### config.mk
export PLATFORM = sky130hd
export DESIGN_NAME = cpu_clk_gen
export DESIGN_NICKNAME = d
export VERILOG_FILES = /design/src/rtl/cpu_clk_gen.sv
export SDC_FILE = /design/constraint.sdc
export NUM_CORES = 1
export LEC_CHECK = 0
export BUFFER_PORTS_ARGS = -buffer_cell sky130_fd_sc_hd__clkbuf_2
export CORE_MARGIN = 1
export CORE_UTILIZATION = 55
export CTS_CLUSTER_DIAMETER = 200
export DETAILED_ROUTE_END_ITERATION = 8
export PLACE_DENSITY = 0.8
export REMOVE_ABC_BUFFERS = 1
export SLEW_MARGIN = 20
export SYNTH_ARGS = -nofsm -noshare
export SYNTH_HDL_FRONTEND = slang
export SYNTH_SLANG_ARGS = --single-unit
### constraint.sdc
create_clock -name clk_56m -period 6.3 [get_ports clk_56m]
set_clock_uncertainty 0.05 [all_clocks]
set_input_delay 0.315 -clock clk_56m [delete_from_list [all_inputs] [get_ports clk_56m]]
set_output_delay 0.315 -clock clk_56m [all_outputs]
set_load 0.05 [all_outputs]
### src/rtl/cpu_clk_gen.sv
// CPU clock generator: divides clk_56m to one of NUM_SPEEDS rates, switching speed only at
// falling edges of clk_cpu, with an optional low-phase gap after a switch and a pause stretch.
module cpu_clk_gen #(
    parameter int unsigned                  NUM_SPEEDS = 4,
    parameter int unsigned                  SEL_W      = 2,
    parameter int unsigned                  DIV_W      = 5,
    parameter logic [NUM_SPEEDS*DIV_W-1:0]  HALF_TABLE = {5'd7, 5'd2, 5'd4, 5'd8},
    parameter int unsigned                  SPEED_RST  = 0,
    parameter int unsigned                  GAP_CYCLES = 2
) (
    input  logic             clk_56m,
    input  logic             nRESET,
    input  logic [SEL_W-1:0] speed_sel,
    input  logic             pause,
    output logic             clk_cpu,
    output logic             ce_p,
    output logic             ce_n,
    output logic [SEL_W-1:0] cur_speed,
    output logic             busy,
    output logic             speed_ack
);

    localparam int unsigned GAP_W    = (GAP_CYCLES > 1) ? $clog2(GAP_CYCLES) : 1;
    localparam int unsigned GAP_LAST = (GAP_CYCLES > 0) ? GAP_CYCLES - 1 : 0;

    typedef enum logic [1:0] {
        ST_RUN    = 2'd0,
        ST_GAP    = 2'd1,
        ST_LOWNEW = 2'd2
    } state_t;

    state_t             r_state;
    logic [DIV_W-1:0]   r_cnt;
    logic [GAP_W-1:0]   r_gap;
    logic               r_clk;
    logic               r_ce_p;
    logic               r_ce_n;
    logic               r_ack;
    logic               r_busy;
    logic [SEL_W-1:0]   r_cur;
    logic [SEL_W-1:0]   r_pend;
    logic               r_pending;

    state_t             w_state_nxt;
    logic [DIV_W-1:0]   w_cnt_nxt;
    logic [GAP_W-1:0]   w_gap_nxt;
    logic               w_clk_nxt;
    logic               w_ce_p_nxt;
    logic               w_ce_n_nxt;
    logic               w_ack_nxt;
    logic               w_busy_nxt;
    logic [SEL_W-1:0]   w_cur_nxt;
    logic [SEL_W-1:0]   w_pend_nxt;
    logic               w_pending_nxt;
    logic               w_commit;
    logic               w_phase_end;
    logic               w_sel_ok;
    logic [DIV_W-1:0]   w_half_raw;
    logic [DIV_W-1:0]   w_half_last;

    // Half-period lookup for the speed in effect; a zero entry behaves as 1
    always_comb begin
        w_half_raw = '0;
        for (int i = 0; i < NUM_SPEEDS; i++) begin
            if (r_cur == SEL_W'(i)) begin
                w_half_raw = HALF_TABLE[i*DIV_W +: DIV_W];
            end
        end
        w_half_last = (w_half_raw == '0) ? '0 : w_half_raw - DIV_W'(1);
    end

    assign w_sel_ok    = (32'(speed_sel) < NUM_SPEEDS);
    assign w_phase_end = (r_cnt == w_half_last);

    // Next-state, phase counting and request tracking
    always_comb begin
        w_state_nxt = r_state;
        w_cnt_nxt   = r_cnt;
        w_gap_nxt   = r_gap;
        w_clk_nxt   = r_clk;
        w_ce_p_nxt  = 1'b0;
        w_ce_n_nxt  = 1'b0;
        w_ack_nxt   = 1'b0;
        w_cur_nxt   = r_cur;
        w_commit    = 1'b0;

        case (r_state)
            ST_RUN: begin
                if (!w_phase_end) begin
                    w_cnt_nxt = r_cnt + DIV_W'(1);
                end else if (r_clk) begin
                    w_clk_nxt  = 1'b0;
                    w_ce_n_nxt = 1'b1;
                    w_cnt_nxt  = '0;
                    if (r_pending) begin
                        w_commit    = 1'b1;
                        w_cur_nxt   = r_pend;
                        w_gap_nxt   = '0;
                        w_state_nxt = (GAP_CYCLES > 0) ? ST_GAP : ST_LOWNEW;
                    end
                end else if (!pause) begin
                    w_clk_nxt  = 1'b1;
                    w_ce_p_nxt = 1'b1;
                    w_cnt_nxt  = '0;
                end
            end
            ST_GAP: begin
                if (r_gap != GAP_W'(GAP_LAST)) begin
                    w_gap_nxt = r_gap + GAP_W'(1);
                end else if (!pause) begin
                    w_state_nxt = ST_LOWNEW;
                    w_cnt_nxt   = '0;
                end
            end
            ST_LOWNEW: begin
                if (!w_phase_end) begin
                    w_cnt_nxt = r_cnt + DIV_W'(1);
                end else if (!pause) begin
                    w_clk_nxt   = 1'b1;
                    w_ce_p_nxt  = 1'b1;
                    w_ack_nxt   = 1'b1;
                    w_cnt_nxt   = '0;
                    w_state_nxt = ST_RUN;
                end
            end
            default: begin
                w_state_nxt = ST_RUN;
                w_cnt_nxt   = '0;
            end
        endcase

        // Requests compare against the speed that will be in effect next cycle
        w_pending_nxt = w_commit ? 1'b0 : r_pending;
        w_pend_nxt    = r_pend;
        if (w_sel_ok) begin
            if (speed_sel != w_cur_nxt) begin
                w_pending_nxt = 1'b1;
                w_pend_nxt    = speed_sel;
            end else begin
                w_pending_nxt = 1'b0;
            end
        end

        w_busy_nxt = w_pending_nxt || (w_state_nxt != ST_RUN);
    end

    // State and output registers
    always_ff @(posedge clk_56m) begin
        if (!nRESET) begin
            r_state   <= ST_RUN;
            r_cnt     <= '0;
            r_gap     <= '0;
            r_clk     <= 1'b0;
            r_ce_p    <= 1'b0;
            r_ce_n    <= 1'b0;
            r_ack     <= 1'b0;
            r_busy    <= 1'b0;
            r_cur     <= SEL_W'(SPEED_RST);
            r_pend    <= '0;
            r_pending <= 1'b0;
        end else begin
            r_state   <= w_state_nxt;
            r_cnt     <= w_cnt_nxt;
            r_gap     <= w_gap_nxt;
            r_clk     <= w_clk_nxt;
            r_ce_p    <= w_ce_p_nxt;
            r_ce_n    <= w_ce_n_nxt;
            r_ack     <= w_ack_nxt;
            r_busy    <= w_busy_nxt;
            r_cur     <= w_cur_nxt;
            r_pend    <= w_pend_nxt;
            r_pending <= w_pending_nxt;
        end
    end

    assign clk_cpu   = r_clk;
    assign ce_p      = r_ce_p;
    assign ce_n      = r_ce_n;
    assign cur_speed = r_cur;
    assign busy      = r_busy;
    assign speed_ack = r_ack;

endmodule

======== Word level (Yosys, flattened, before mapping) ========
Index checks and enable logic that the tools add are counted.
cells by class
  $add $sub $neg .......................... 3
  eq/ne operators ......................... 13
  mux-type cells .......................... 39
  reduce and logical (&&, ||, !) cells .... 11
operators by type and width
  cell                 number
  $mux 5               8
  $mux 2               11
  $pmux 5 s3           1
  $mux 1               13
  $ne 2x2->1 const B   6
  $mux 4               2
  $reduce_and 4->1     2
  $eq 2x2->1 const B   3
  $pmux 1 s2           3
  $pmux 2 s3           1
  $reduce_bool 2->1    3
  $add 5x1->5 const B  1
  $eq 5x5->1           1
  $logic_not 5->1      1
  $sub 5x1->5 const B  1
  $eq 2x1->1 const B   2
  $logic_not 2->1      2
  $reduce_and 3->1     1
  $ne 2x2->1           1
  $reduce_and 2->1     1
  $add 1x1->1 const B  1
  $logic_or 1x1->1     1
word-level totals
  register bits after elaboration ......... 18
  input port bits ......................... 5
  logic and storage cells ................. 77

======== Longest topological paths before layout ========
  depth after elaboration ................. 13
  mapped depth ............................ 9
  mapped depth without buffers ............ 8

======== Worst setup path before layout ========
OpenSTA, ideal clock, no wires.
  path type ............................... flip-flop to flip-flop
  from .................................... register r_cur[0], in the netlist cur_speed[0]
  to ...................................... register r_pend[1]
  setup time .............................. 0.112 ns
  arrival time ............................ 2.397 ns
  path slack .............................. 3.741 ns
  stages on the path, launching flop included .. 9
  buffers on the path ..................... 0
  period minus slack after synthesis ...... 2.559 ns
  cells stage by stage .................... dfxtp_1 > inv_1 > ha_1 > nor3b_1 > or3_4 > nand4_4 > nand2b_4 > o41ai_1 > a2111oi_1
between the ends
  word-level cells in the longest chain between the ends .. 11
ends and longest elaborated chain
  item                                                   RTL line  text
  start: declaration                                     40        logic [SEL_W-1:0] r_cur;
  start signal: assignment                               158       r_cur <= SEL_W'(SPEED_RST);
  start signal: assignment                               170       r_cur <= w_cur_nxt;
  $logic_not 2->1                                        65        if (r_cur == SEL_W'(i)) begin
  $mux 4 (2 in a row)                                    65
  $mux 5 (2 in a row)                                    65
  $sub 5x1->5 / $logic_not 5->1 (equally long branches)  69        w_half_last = (w_half_raw == '0) ? '0 : w_half_raw - DIV_W'(1);
  $mux 5                                                 69
  $eq 5x5->1                                             73        assign w_phase_end = (r_cnt == w_half_last);
  $mux 2                                                 89        if (!w_phase_end) begin
  $mux 2 *                                               87        case (r_state)
  $ne 2x2->1 *                                           136       if (speed_sel != w_cur_nxt) begin
  end signal: assignment                                 171       r_pend <= w_pend_nxt;
  end: declaration                                       41        logic [SEL_W-1:0] r_pend;
Mark *: on every way between the ends. The rest lies on a longest branch, timed or not.
A chain may end at the register's enable or synchronous reset.

======== Worst setup path in the final report ========
  from .................................... register r_cur[1], in the netlist cur_speed[1]
  to ...................................... register r_busy, in the netlist busy
between the ends
  word-level cells in the longest chain between the ends .. 13
ends and longest elaborated chain
  item                                                   RTL line  text
  $logic_not 2->1                                        65
  $mux 4 (2 in a row)                                    65
  $mux 5 (2 in a row)                                    65
  $sub 5x1->5 / $logic_not 5->1 (equally long branches)  69
  $mux 5                                                 69
  $eq 5x5->1                                             73
  $mux 2                                                 89
  $mux 2                                                 87
  $ne 2x2->1                                             136
  $mux 1                                                 136
  $logic_or 1x1->1 *                                     144       w_busy_nxt = w_pending_nxt || (w_state_nxt != ST_RUN);
  end signal: assignment                                 169       r_busy <= w_busy_nxt;
  end: declaration                                       39        logic r_busy;
Marks and branches as above.

==> metrics.md <==
| Metric | Value |
|---|---|
| Maximum VDD drop | `0.178 mV` |
| Worst setup EP type | `flop` |
| Worst hold margin | `0.233 ns` |
| Area grow syn2layout | `6.52%` |
| Vias in the first global route | `965` |
| Cell Area, Synth | `0.00123 mm2` |
| Post-CTS Hold Buffers | `0` |
| Period utilization | `41.1%` |
| DIE HEIGHT | `49.3 um` |
| Ys async rst share | `0%` |
| Final WL | `2490 um` |
| Syn_area_per_cell | `9.03 um2` |
| Core ar. | `0.00202 mm2` |
| Hold Crit Start | `speed_sel[0]` |
| TritonRoute pass-1 iters | `4` |
| Input/output buffers | `11` |
| Initial antenna violation count | `0` |
| Cell area power density | `166 mW/mm2` |
| Average vias per placed instance | `6.10` |
| #FFs+latches synth | `18` |
| Routed WL per cell | `14.5 um` |
| Fin Setup TNS | `0 ns` |
| Max_slew headroom | `68.0%` |
| Total global routing overflow | `0` |
| Reg-to-reg setup timing slack | `3.71 ns` |
| Die area | `0.00243 mm2` |
| Crit Path Max Fanout | `19` |
| Area contributors post-synth | `dfxtp_1, ha_1, xnor2_1` |
| Post-cts gate resize count | `0` |
| Final Hold Viols | `0` |
| Yosys cell types | `47` |
| Yosys top cell by area | `dfxtp_1` |
| Maxcap violations | `0` |
| # Post-CTS Setup Buffers | `0` |
| Post-route ant nets | `0` |
| Final critical-path required period | `2.59 ns` |
| Die X | `49.3 um` |
| Starting DRC count in detailed routing | `25` |
| Gr usage total | `22.5%` |
| Inserted Diodes | `0` |
| Reg-to-Reg Start | `cur_speed[1]` |
| Synth top area share | `29.3%` |
| Hold Crit Class | `in -> reg` |
| Starting density of the core | `60.8%` |
| Min-Delay Endpoint | `r_pend[0]` |
| Slew Limit Fails | `0` |
| Via count | `1050` |
| Critical Path RT | `6.42 ns` |
| Tightest Pin Transition | `0.480 ns` |
| Worst r2r path cells | `8` |
| Reg clk slew, reported paths | `0.11 ns` |
| Sequential area share after synthesis | `29.3%` |
| Row Count | `16` |
| Setup violations, final | `0` |
| # clock sinks | `18` |
| Post-synth EDFFs | `0` |
| DP Wirelength | `1820 um` |
| Final core occ | `64.7%` |
| Layout cells sized above 1 | `20.0%` |
| Synth warnings | `0` |
| RR Endpoint | `busy` |
| CTS tree | `built` |
| Synth Instances | `136` |
| DRC errors left | `0` |
| Synth Flop Type | `dfxtp_1` |
| DP Worst Slack | `3.75 ns` |
| Ports | `12` |
| Fillers | `162` |
| H-Tree Depth | `1` |
| Fmax | `0.386 GHz` |
| Nets | `158` |
| Startpoint Class | `flop` |
| First-pass GRT wire length | `4220 um` |
| Root Buffer Master | `clkbuf_4` |
| Largest net degree at the start of global routing | `20` |
| Final worst slack | `3.71 ns` |
| CP Data Arrival Time | `2.71 ns` |
| Worst Hold Depth | `3` |
| Bufs on Longest Clock Path | `2` |
| Leakage power | `0.542 nW` |
| CTS Buf Count | `3` |
| Unrepaired setup endpoints after global routing | `no` |
| Clk_lat worst skew | `0.30 ns` |
| Final Wtd Congestion | `0.854` |
| Status | `finished, final reports clean` |
| CP Class | `reg -> reg` |
Yosys cell counts (2+ instances only):
cell,number
dfxtp_1,18
nor2_1,16
xnor2_1,8
ha_1,7
nand2_1,7
a21oi_1,6
inv_1,6
mux2i_1,6
nand3_1,4
a31oi_1,3
and3_1,3
buf_6,3
clkbuf_1,3
nand2b_1,3
o221ai_1,3
and4_1,2
nor3_2,2
o211a_1,2
o21ai_0,2
o21ai_1,2
or2_2,2
or2b_1,2
or3_4,2
power breakdown:
group / switching, W / internal [W]
combinational: 0.0000140 / 0.00000966
clock: 0.0000369 / 0.0000352
sequential: 0.00000434 / 0.000117
cell type report:
class	count	area [um2]	share of cell area, %
flip-flops and latches	18	360	27.5
clock buffers	4	36.3	2.77
inverters	7	26.3	2.01
well taps	27	33.8	2.58
repair buffers	11	55.1	4.21
multi-input cells	105	797	60.9
how the worst max path moves through the flow:
| stage | startpoint | end | slack, ns | cells past startpoint |
|---|---|---|---|---|
| 2_1_floorplan | cur_speed[0] | r_pend[1] | 3.66 | 8 |
| 3_3_place_gp | cur_speed[1] | busy | 3.82 | 8 |
| 3_5_place_dp | cur_speed[1] | r_pend[0] | 3.75 | 8 |
| 4_1_cts | cur_speed[1] | busy | 3.71 | 8 |
| 5_1_grt | cur_speed[1] | busy | 3.54 | 8 |
| 6_report | cur_speed[1] | busy | 3.71 | 8 |
state kept, by name, indices dropped and copies added, names as in the netlist:
register / cells
r_pending: 1
ce_n: 1
speed_ack: 1
r_state: 2
r_cnt: 5
busy: 1
cur_speed: 2
clk_cpu: 1
ce_p: 1
r_pend: 2
r_gap: 1
worst max-delay path, cell delays in order (launching register included):
cell	delay (ns)
dfxtp_1	0.57
inv_1	0.14
ha_1	0.32
xnor2_1	0.14
nor3_2	0.19
nand4_4	0.29
nand2b_4	0.26
o41ai_4	0.33
o221ai_1	0.16
logic make-up after synthesis:
| family | Yosys count | share of synthesized area [%] |
|---|---|---|
| compound gates | 33 | 21.8 |
| xor+xnor | 9 | 6.42 |
| fa+ha+maj | 7 | 7.13 |
| buf+inv | 13 | 5.80 |
| flops | 18 | 29.3 |
| mux | 6 | 4.89 |
| simple gates | 50 | 24.6 |
stage by stage:
stage | std cells | total power, W | area, um2
final | 172 | 0.000218 | 1310
after global routing | 172 | 0.000226 | 1310
after CTS | 172 | 0.000218 | 1310
after detailed placement | 168 | 0.000147 | 1270
after global placement | 168 | 0.000147 | 1270
after floorplan | 130 | 0.000140 | 1180
layout by cell type, fill, tap and decap left out, types with 4 or more instances in the layout:
| master | count |
|---|---|
| inv_1 | 6 |
| dfxtp_1 | 18 |
| nor2_1 | 16 |
| nand2_1 | 7 |
| xnor2_1 | 8 |
| nand3_1 | 4 |
| ha_1 | 7 |
| clkbuf_2 | 11 |
| a21oi_1 | 6 |
| mux2i_1 | 6 |
routing by layer:
layer  part of all wire, %  wire length [um]  GRT usage [%]  up-vias
met5                     0                 0              0        -
met4                   1.3                32           7.84        0
met3                   4.9               123           5.61        4
met2                    48              1180           37.2       29
met1                    46              1150           27.9      509
li1                      -                 -              -      508
No activity file was read; power rests on OpenSTA's default activity.
